--- config.mk ---
export PLATFORM = sky130hd
export DESIGN_NAME = rgb_pixel_pipe
export DESIGN_NICKNAME = d
export VERILOG_FILES = /design/src/rtl/rgb_pixel_pipe_pkg.sv /design/src/rtl/rgb_luma.sv /design/src/rtl/rgb_pixel_pipe.sv
export SDC_FILE = /design/constraint.sdc
export NUM_CORES = 1
export LEC_CHECK = 0
export CAP_MARGIN = 15
export CORE_MARGIN = 8
export CORE_UTILIZATION = 57
export CTS_BUF_LIST = sky130_fd_sc_hd__clkbuf_8 sky130_fd_sc_hd__clkbuf_16
export DETAILED_ROUTE_END_ITERATION = 12
export GPL_TIMING_DRIVEN = 0
export PLACE_DENSITY = 0.81
export SLEW_MARGIN = 20
export SYNTH_ARGS = -nofsm -noshare
export SYNTH_HDL_FRONTEND = slang
export SYNTH_SLANG_ARGS = --single-unit
--- constraint.sdc ---
create_clock -name iCLK -period 6.9 [get_ports iCLK]
set_input_delay 2.07 -clock iCLK [delete_from_list [all_inputs] [get_ports iCLK]]
set_output_delay 2.07 -clock iCLK [all_outputs]
set_load 0.02 [all_outputs]
--- src/rtl/rgb_pixel_pipe_pkg.sv ---
// Shared constants for the RGB pixel pipeline and its luma sub-block.
package rgb_pixel_pipe_pkg;

    typedef logic [1:0] mode_t;

    localparam mode_t MODE_PASS = 2'd0;
    localparam mode_t MODE_GRAY = 2'd1;
    localparam mode_t MODE_THR  = 2'd2;
    localparam mode_t MODE_INV  = 2'd3;

    // Integer luma weights, sum to 255 so Y never reaches 2^DW-1
    localparam int LUMA_R     = 54;
    localparam int LUMA_G     = 183;
    localparam int LUMA_B     = 18;
    localparam int LUMA_SHIFT = 8;

    localparam int H_ACTIVE_DEF = 640;
    localparam int V_ACTIVE_DEF = 480;

endpackage

--- src/rtl/rgb_luma.sv ---
// Registered luma: Y = (54*R + 183*G + 18*B) >> 8, one cycle of latency.
module rgb_luma
    import rgb_pixel_pipe_pkg::*;
#(
    parameter int DW = 8
) (
    input  logic          clk_i,
    input  logic          rst_n_i,
    input  logic [DW-1:0] r_i,
    input  logic [DW-1:0] g_i,
    input  logic [DW-1:0] b_i,
    output logic [DW-1:0] y_o
);

    logic [DW+7:0] prod_r, prod_g, prod_b;
    logic [DW+9:0] sum;
    logic [DW-1:0] y_d, y_q;
    logic          unused_sum_bits;

    // Weighted sum wide enough that no product or partial sum overflows
    always_comb begin
        prod_r = (DW+8)'(r_i) * (DW+8)'(LUMA_R);
        prod_g = (DW+8)'(g_i) * (DW+8)'(LUMA_G);
        prod_b = (DW+8)'(b_i) * (DW+8)'(LUMA_B);
        sum    = (DW+10)'(prod_r) + (DW+10)'(prod_g) + (DW+10)'(prod_b);
        y_d    = sum[LUMA_SHIFT +: DW];
    end

    // Fraction bits and the always-zero top bits are dropped on purpose
    assign unused_sum_bits = ^{sum[DW+9:DW+LUMA_SHIFT], sum[LUMA_SHIFT-1:0]};

    // Luma register
    always_ff @(posedge clk_i or negedge rst_n_i) begin
        if (!rst_n_i) y_q <= '0;
        else          y_q <= y_d;
    end

    assign y_o = y_q;

endmodule

--- src/rtl/rgb_pixel_pipe.sv ---
// Three-stage per-pixel colour processor with window blanking, frame-stable
// mode/threshold and a per-frame bright-pixel count.
module rgb_pixel_pipe
    import rgb_pixel_pipe_pkg::*;
#(
    parameter int DW       = 8,
    parameter int CW       = 13,
    parameter int H_ACTIVE = H_ACTIVE_DEF,
    parameter int V_ACTIVE = V_ACTIVE_DEF,
    parameter int CNT_W    = 20
) (
    input  logic             iCLK,
    input  logic             iRST_N,
    input  logic             i_valid,
    input  logic [DW-1:0]    i_R,
    input  logic [DW-1:0]    i_G,
    input  logic [DW-1:0]    i_B,
    input  logic [CW-1:0]    i_row,
    input  logic [CW-1:0]    i_col,
    input  logic [1:0]       i_mode,
    input  logic [DW-1:0]    i_thresh,
    output logic             o_valid,
    output logic [DW-1:0]    o_R,
    output logic [DW-1:0]    o_G,
    output logic [DW-1:0]    o_B,
    output logic [CNT_W-1:0] o_bright_cnt,
    output logic             o_stat_valid
);

    localparam logic [CW-1:0] H_LIM  = CW'(H_ACTIVE);
    localparam logic [CW-1:0] V_LIM  = CW'(V_ACTIVE);
    localparam logic [CW-1:0] H_LAST = CW'(H_ACTIVE - 1);
    localparam logic [CW-1:0] V_LAST = CW'(V_ACTIVE - 1);

    logic          sof_in, eof_in, win_in;
    mode_t         eff_mode;
    logic [DW-1:0] eff_thr;

    mode_t         shadow_mode_q;
    logic [DW-1:0] shadow_thr_q;

    logic          s1_valid_q, s1_win_q, s1_sof_q, s1_eof_q;
    logic [DW-1:0] s1_r_q, s1_g_q, s1_b_q, s1_thr_q;
    mode_t         s1_mode_q;

    logic          s2_valid_q, s2_win_q, s2_sof_q, s2_eof_q;
    logic [DW-1:0] s2_r_q, s2_g_q, s2_b_q, s2_thr_q, s2_y;
    mode_t         s2_mode_q;

    logic [DW-1:0] px_r_d, px_g_d, px_b_d;
    logic          out_valid_q;
    logic [DW-1:0] out_r_q, out_g_q, out_b_q;

    logic             hit, armed_now, publish;
    logic [CNT_W-1:0] cnt_base, cnt_sum;
    logic [CNT_W-1:0] cnt_q, bright_q;
    logic             armed_q, stat_valid_q;

    // Input decode; a sof pixel uses its own mode/thresh, later pixels the shadow copy
    always_comb begin
        sof_in   = i_valid && (i_row == '0) && (i_col == '0);
        eof_in   = i_valid && (i_row == V_LAST) && (i_col == H_LAST);
        win_in   = (i_row < V_LIM) && (i_col < H_LIM);
        eff_mode = sof_in ? mode_t'(i_mode) : shadow_mode_q;
        eff_thr  = sof_in ? i_thresh : shadow_thr_q;
    end

    // Frame-stable shadow registers, only a valid sof pixel reloads them
    always_ff @(posedge iCLK or negedge iRST_N) begin
        if (!iRST_N) begin
            shadow_mode_q <= MODE_PASS;
            shadow_thr_q  <= '0;
        end else if (sof_in) begin
            shadow_mode_q <= mode_t'(i_mode);
            shadow_thr_q  <= i_thresh;
        end
    end

    // S1: capture pixel and per-pixel control; mode/thresh travel with the pixel
    always_ff @(posedge iCLK or negedge iRST_N) begin
        if (!iRST_N) begin
            s1_valid_q <= 1'b0;
            s1_win_q   <= 1'b0;
            s1_sof_q   <= 1'b0;
            s1_eof_q   <= 1'b0;
            s1_r_q     <= '0;
            s1_g_q     <= '0;
            s1_b_q     <= '0;
            s1_mode_q  <= MODE_PASS;
            s1_thr_q   <= '0;
        end else begin
            s1_valid_q <= i_valid;
            s1_win_q   <= win_in;
            s1_sof_q   <= sof_in;
            s1_eof_q   <= eof_in;
            s1_r_q     <= i_R;
            s1_g_q     <= i_G;
            s1_b_q     <= i_B;
            s1_mode_q  <= eff_mode;
            s1_thr_q   <= eff_thr;
        end
    end

    rgb_luma #(.DW(DW)) u_luma (
        .clk_i   (iCLK),
        .rst_n_i (iRST_N),
        .r_i     (s1_r_q),
        .g_i     (s1_g_q),
        .b_i     (s1_b_q),
        .y_o     (s2_y)
    );

    // S2: delay line alongside the luma register
    always_ff @(posedge iCLK or negedge iRST_N) begin
        if (!iRST_N) begin
            s2_valid_q <= 1'b0;
            s2_win_q   <= 1'b0;
            s2_sof_q   <= 1'b0;
            s2_eof_q   <= 1'b0;
            s2_r_q     <= '0;
            s2_g_q     <= '0;
            s2_b_q     <= '0;
            s2_mode_q  <= MODE_PASS;
            s2_thr_q   <= '0;
        end else begin
            s2_valid_q <= s1_valid_q;
            s2_win_q   <= s1_win_q;
            s2_sof_q   <= s1_sof_q;
            s2_eof_q   <= s1_eof_q;
            s2_r_q     <= s1_r_q;
            s2_g_q     <= s1_g_q;
            s2_b_q     <= s1_b_q;
            s2_mode_q  <= s1_mode_q;
            s2_thr_q   <= s1_thr_q;
        end
    end

    // S3 mode mux; pixels outside the window are blanked in every mode
    always_comb begin
        px_r_d = '0;
        px_g_d = '0;
        px_b_d = '0;
        if (s2_win_q) begin
            unique case (s2_mode_q)
                MODE_PASS: begin px_r_d = s2_r_q; px_g_d = s2_g_q; px_b_d = s2_b_q; end
                MODE_GRAY: begin px_r_d = s2_y;   px_g_d = s2_y;   px_b_d = s2_y;   end
                MODE_THR: begin
                    px_r_d = (s2_y >= s2_thr_q) ? '1 : '0;
                    px_g_d = px_r_d;
                    px_b_d = px_r_d;
                end
                MODE_INV:  begin px_r_d = ~s2_r_q; px_g_d = ~s2_g_q; px_b_d = ~s2_b_q; end
            endcase
        end
    end

    // S3 output registers
    always_ff @(posedge iCLK or negedge iRST_N) begin
        if (!iRST_N) begin
            out_valid_q <= 1'b0;
            out_r_q     <= '0;
            out_g_q     <= '0;
            out_b_q     <= '0;
        end else begin
            out_valid_q <= s2_valid_q;
            out_r_q     <= px_r_d;
            out_g_q     <= px_g_d;
            out_b_q     <= px_b_d;
        end
    end

    // Statistic next-state: sof restarts the count, eof publishes only after a seen sof
    always_comb begin
        hit       = s2_valid_q && s2_win_q && (s2_y >= s2_thr_q);
        cnt_base  = s2_sof_q ? '0 : cnt_q;
        cnt_sum   = (hit && (cnt_base != '1)) ? cnt_base + CNT_W'(1) : cnt_base;
        armed_now = armed_q || s2_sof_q;
        publish   = s2_eof_q && armed_now;
    end

    // Bright-pixel counter and published result
    always_ff @(posedge iCLK or negedge iRST_N) begin
        if (!iRST_N) begin
            cnt_q        <= '0;
            bright_q     <= '0;
            armed_q      <= 1'b0;
            stat_valid_q <= 1'b0;
        end else if (publish) begin
            cnt_q        <= '0;
            bright_q     <= cnt_sum;
            armed_q      <= 1'b0;
            stat_valid_q <= 1'b1;
        end else begin
            cnt_q        <= cnt_sum;
            armed_q      <= armed_now;
            stat_valid_q <= 1'b0;
        end
    end

    assign o_valid      = out_valid_q;
    assign o_R          = out_r_q;
    assign o_G          = out_g_q;
    assign o_B          = out_b_q;
    assign o_bright_cnt = bright_q;
    assign o_stat_valid = stat_valid_q;

endmodule
==> reports/metrics.csv <==
stage,metric,value,unit
cts,cts_sinks,151,
layout,drive_gt1_share,7.18,%
die,pin_count,109,
sta,worst_pin_slew,0.655,ns
layout,final_util,70.9,%
synth,syn-instance-count,862,
place,dp_slack,0.912,ns
synth,synthArstFlopShare,100,%
setup_path,cpLargestDelayFamily,adder cells,
place,port_buffers,108,
sta,hold_viol,0,
sta,post-route-period-util,87.5,%
global_route,grt_pass1_vias,7147,
setup_path,crit_start,s1_r_q[3],
sta,period_needed,6.04,ns
setup_path,worstPathArrival,6.40,ns
sta,setup_violations,0,
hold_path,hold_class,register to register,
pwr,irDropWorstVdd,0.000250,V
setup_path,endpoint,u_luma.y_o[7],
setup_path,cp_cell_sequence,ha_1 -> xor2_1 -> ha_1 -> inv_1 -> fa_1 -> inv_1 -> ha_1 -> or2_2 -> a21oi_1 -> o21ba_2 -> a221o_1 -> a21oi_1 -> xor2_1 -> fa_1 -> inv_1 -> ha_1 -> ha_1 -> ha_1 -> a21o_1 -> a2111oi_0 -> a31oi_1 -> nand2_1 -> a311o_1,
layout,design_area,0.0112,mm²
cts,clockRootBuffer,clkbuf_16,
synth,synth_edf_count,0,
route,vias_per_cell,5.51,
status,status,completed,
sta,holdWs,0.348,ns
layout,nets,1189,
setup_path,criticalPathCategory,register to register,
sta,slew-limit-headroom,55.2,%
global_route,grt_max_degree,78,
synth,yosysUniqueCellTypes,66,
place,place_congestion,0.912,
setup_path,cpMaxStageDelayCell,fa_1,
cts,clk_latency,0.43,ns
global_route,grt_pass1_wl,35.1,mm
flow_run,drv_cap,0,
cts,cts.path.max_buffers,2,
sta,tns,0,ns
layout,area_delta_synth_final,22.5,%
sta,skew,0.0125,ns
synth,synth_common_cells,"dfrtp_1 (151), inv_1 (147), ha_1 (85)",
setup_path,critPathMaxStageDelay,0.49,ns
cts,post_cts_buffers,0,
synth,seq_area_frac_synth,41.4,%
pwr,leakage,5.57,nW
setup_path,cp_common_cell,ha_1,
setup_path,crit-reg2reg-launch,s1_r_q[3],
cts,cts_resized,0,
sta,setup_slack,0.861,ns
setup_path,reg2reg_depth,23,
die,coreArea,0.0158,mm²
die,fp.dieArea,0.0203,mm²
setup_path,worst-path-buf-inv,3,
die,rows,46,
die,initial_core_util,57.9,%
layout,fillers,1172,
route,dr.pass1.iters,5,
synth,synth_warnings,0,
cts,cts_tree,done,
setup_path,start_kind,register,
synth,synth_top_area_share,41.4,%
route,drc_errors,0,
route,vias,6719,
die,die_h,143,µm
sta,rsz0062_at_grt,no,
hold_path,whs_path_depth,0,
synth,synthTopCellsByArea,"dfrtp_1 (41%), ha_1 (12%), fa_1 (11%)",
synth,syn-num-nets,1061,
global_route,antenna_found_initial,0,
sta,final_max_slew_viol_count,0,
layout,regArea,0.00378,mm²
cts,clkTransAtPathRegs,0.06,ns
route,routed_wl,21.1,mm
place,dpl_cell_area,0.0105,mm²
route,drt-initial-drc-count,339,
setup_path,cp.depth,23,
synth,ys.flop_type,dfrtp_1,
cts,htreeDepth,4,
cts,cts-buffers-inserted,17,
layout,num_antenna_cells,0,
route,ant_nets,0,
layout,multi_input_area,0.00464,mm²
global_route,grt-ovfl-total,0,
setup_path,crit_path_end_kind,register,
sta,timing.fmax,166,MHz
setup_path,cp_max_fo,5,
pwr,power.density,347,mW/mm²
place,hpwl,16.1,mm
synth,synth-seq-cells,151,
synth,syn_area,0.00913,mm²
synth,synth.avg_cell_area,10.6,µm²
die,die_x,143,µm
cts,hold_buffers,0,
synth,synth_area_leader_cell,dfrtp_1,
setup_path,ff2ff_setup_slack,0.86,ns
global_route,grt_usage,22.2,%
setup_path,r2r_end,u_luma.y_o[7],
synth,synthMostInstantiatedCell,dfrtp_1,
setup_path,required,7.26,ns
route,wl_per_cell,17.3,µm
==> kinds of logic (layout without fill, tap and decap cells) <==
kind of cell	Yosys count	after routing	synth area share (%)
XOR/XNOR	33	33	3.16
AO/OA/AOI/OAI	157	157	11.8
AND/OR/NAND/NOR	200	200	11.7
buffers and inverters	174	315	7.81
adder cells (fa/ha/maj)	136	136	22.8
multiplexers	11	11	1.34
flip-flops	151	151	41.4
==> area by class of cell <==
cell class              instances  share of cell area (%)
clock buffers                  19                    4.05
flip-flops and latches        151                    33.8
repair buffers                109                    9.96
clock inverters                13                    1.92
inverters                     147                    4.93
plain buffers                  27                    1.44
multi-input cells             537                    41.5
well taps                     216                    2.42
==> report_power, final <==
part	internal [mW]	total [mW]	switching (mW)
Sequential	0.958	0.991	0.0327
Clock	0.665	1.05	0.381
Combinational	0.793	1.85	1.05
==> through the flow <==
stage                     instances  power [mW]
final                          1219        3.88
after global placement         1186        2.71
after global routing           1219        4.23
after detailed placement       1187        2.80
after floorplan                 862        2.39
after CTS                      1219        3.90
==> layout by cell type (no fill, tap or decap), types with 3 or more instances in the layout <==
| master | n |
|---|---|
| fa_1 | 51 |
| o2111ai_1 | 3 |
| clkdlybuf4s50_1 | 107 |
| nor2b_1 | 19 |
| o211ai_1 | 3 |
| dfrtp_1 | 151 |
| xor2_1 | 12 |
| nor3_1 | 4 |
| o21ai_0 | 22 |
| or3_1 | 7 |
| nand3_1 | 8 |
| o21ai_1 | 6 |
| a21o_1 | 10 |
| inv_1 | 147 |
| nand4b_1 | 3 |
| xnor2_1 | 21 |
| nand4_1 | 8 |
| nor4_1 | 8 |
| mux2_2 | 10 |
| clkbuf_16 | 17 |
| bufinv_16 | 5 |
| nand2b_1 | 5 |
| nand2_1 | 53 |
| a211oi_1 | 3 |
| a31oi_1 | 11 |
| clkbuf_1 | 17 |
| a21oi_1 | 52 |
| nor2_1 | 57 |
| ha_1 | 85 |
| a2111oi_0 | 5 |
| and3_1 | 6 |
| inv_6 | 3 |
| o311a_1 | 24 |
| clkinv_4 | 3 |
| clkbuf_8 | 5 |
| buf_6 | 3 |
==> metal layers <==
| layer | track usage [%] | part of all wire [%] | up-vias |
|---|---|---|---|
| met4 | 8.56 | 2.3 | 0 |
| met2 | 40.1 | 53 | 188 |
| met5 | 0 | 0 | - |
| met3 | 4.43 | 5.0 | 48 |
| met1 | 25.4 | 40 | 3331 |
| li1 | - | - | 3152 |
==> sequential cells by signal (all words and copies together), names as in the netlist, 2 cells and up <==
| name | flops |
|---|---|
| o_bright_cnt | 20 |
| s2_r_q | 8 |
| o_G | 8 |
| s2_b_q | 8 |
| u_luma.y_o | 8 |
| s1_thr_q | 8 |
| s2_thr_q | 8 |
| s2_mode_q | 2 |
| s1_g_q | 8 |
| s1_mode_q | 2 |
| o_R | 8 |
| s1_r_q | 8 |
| o_B | 8 |
| s2_g_q | 8 |
| cnt_q | 20 |
| s1_b_q | 8 |
==> worst min-delay path by stage <==
stage          endpoint     start  slack [ns]
3_3_place_gp   s2_sof_q  s1_sof_q        0.33
6_report       s2_eof_q  s1_eof_q        0.35
3_5_place_dp   s2_eof_q  s1_eof_q        0.33
2_1_floorplan  s2_eof_q  s1_eof_q        0.33
4_1_cts        s2_eof_q  s1_eof_q        0.35
5_1_grt        s2_eof_q  s1_eof_q        0.35
No activity file was read; power rests on OpenSTA's default activity.
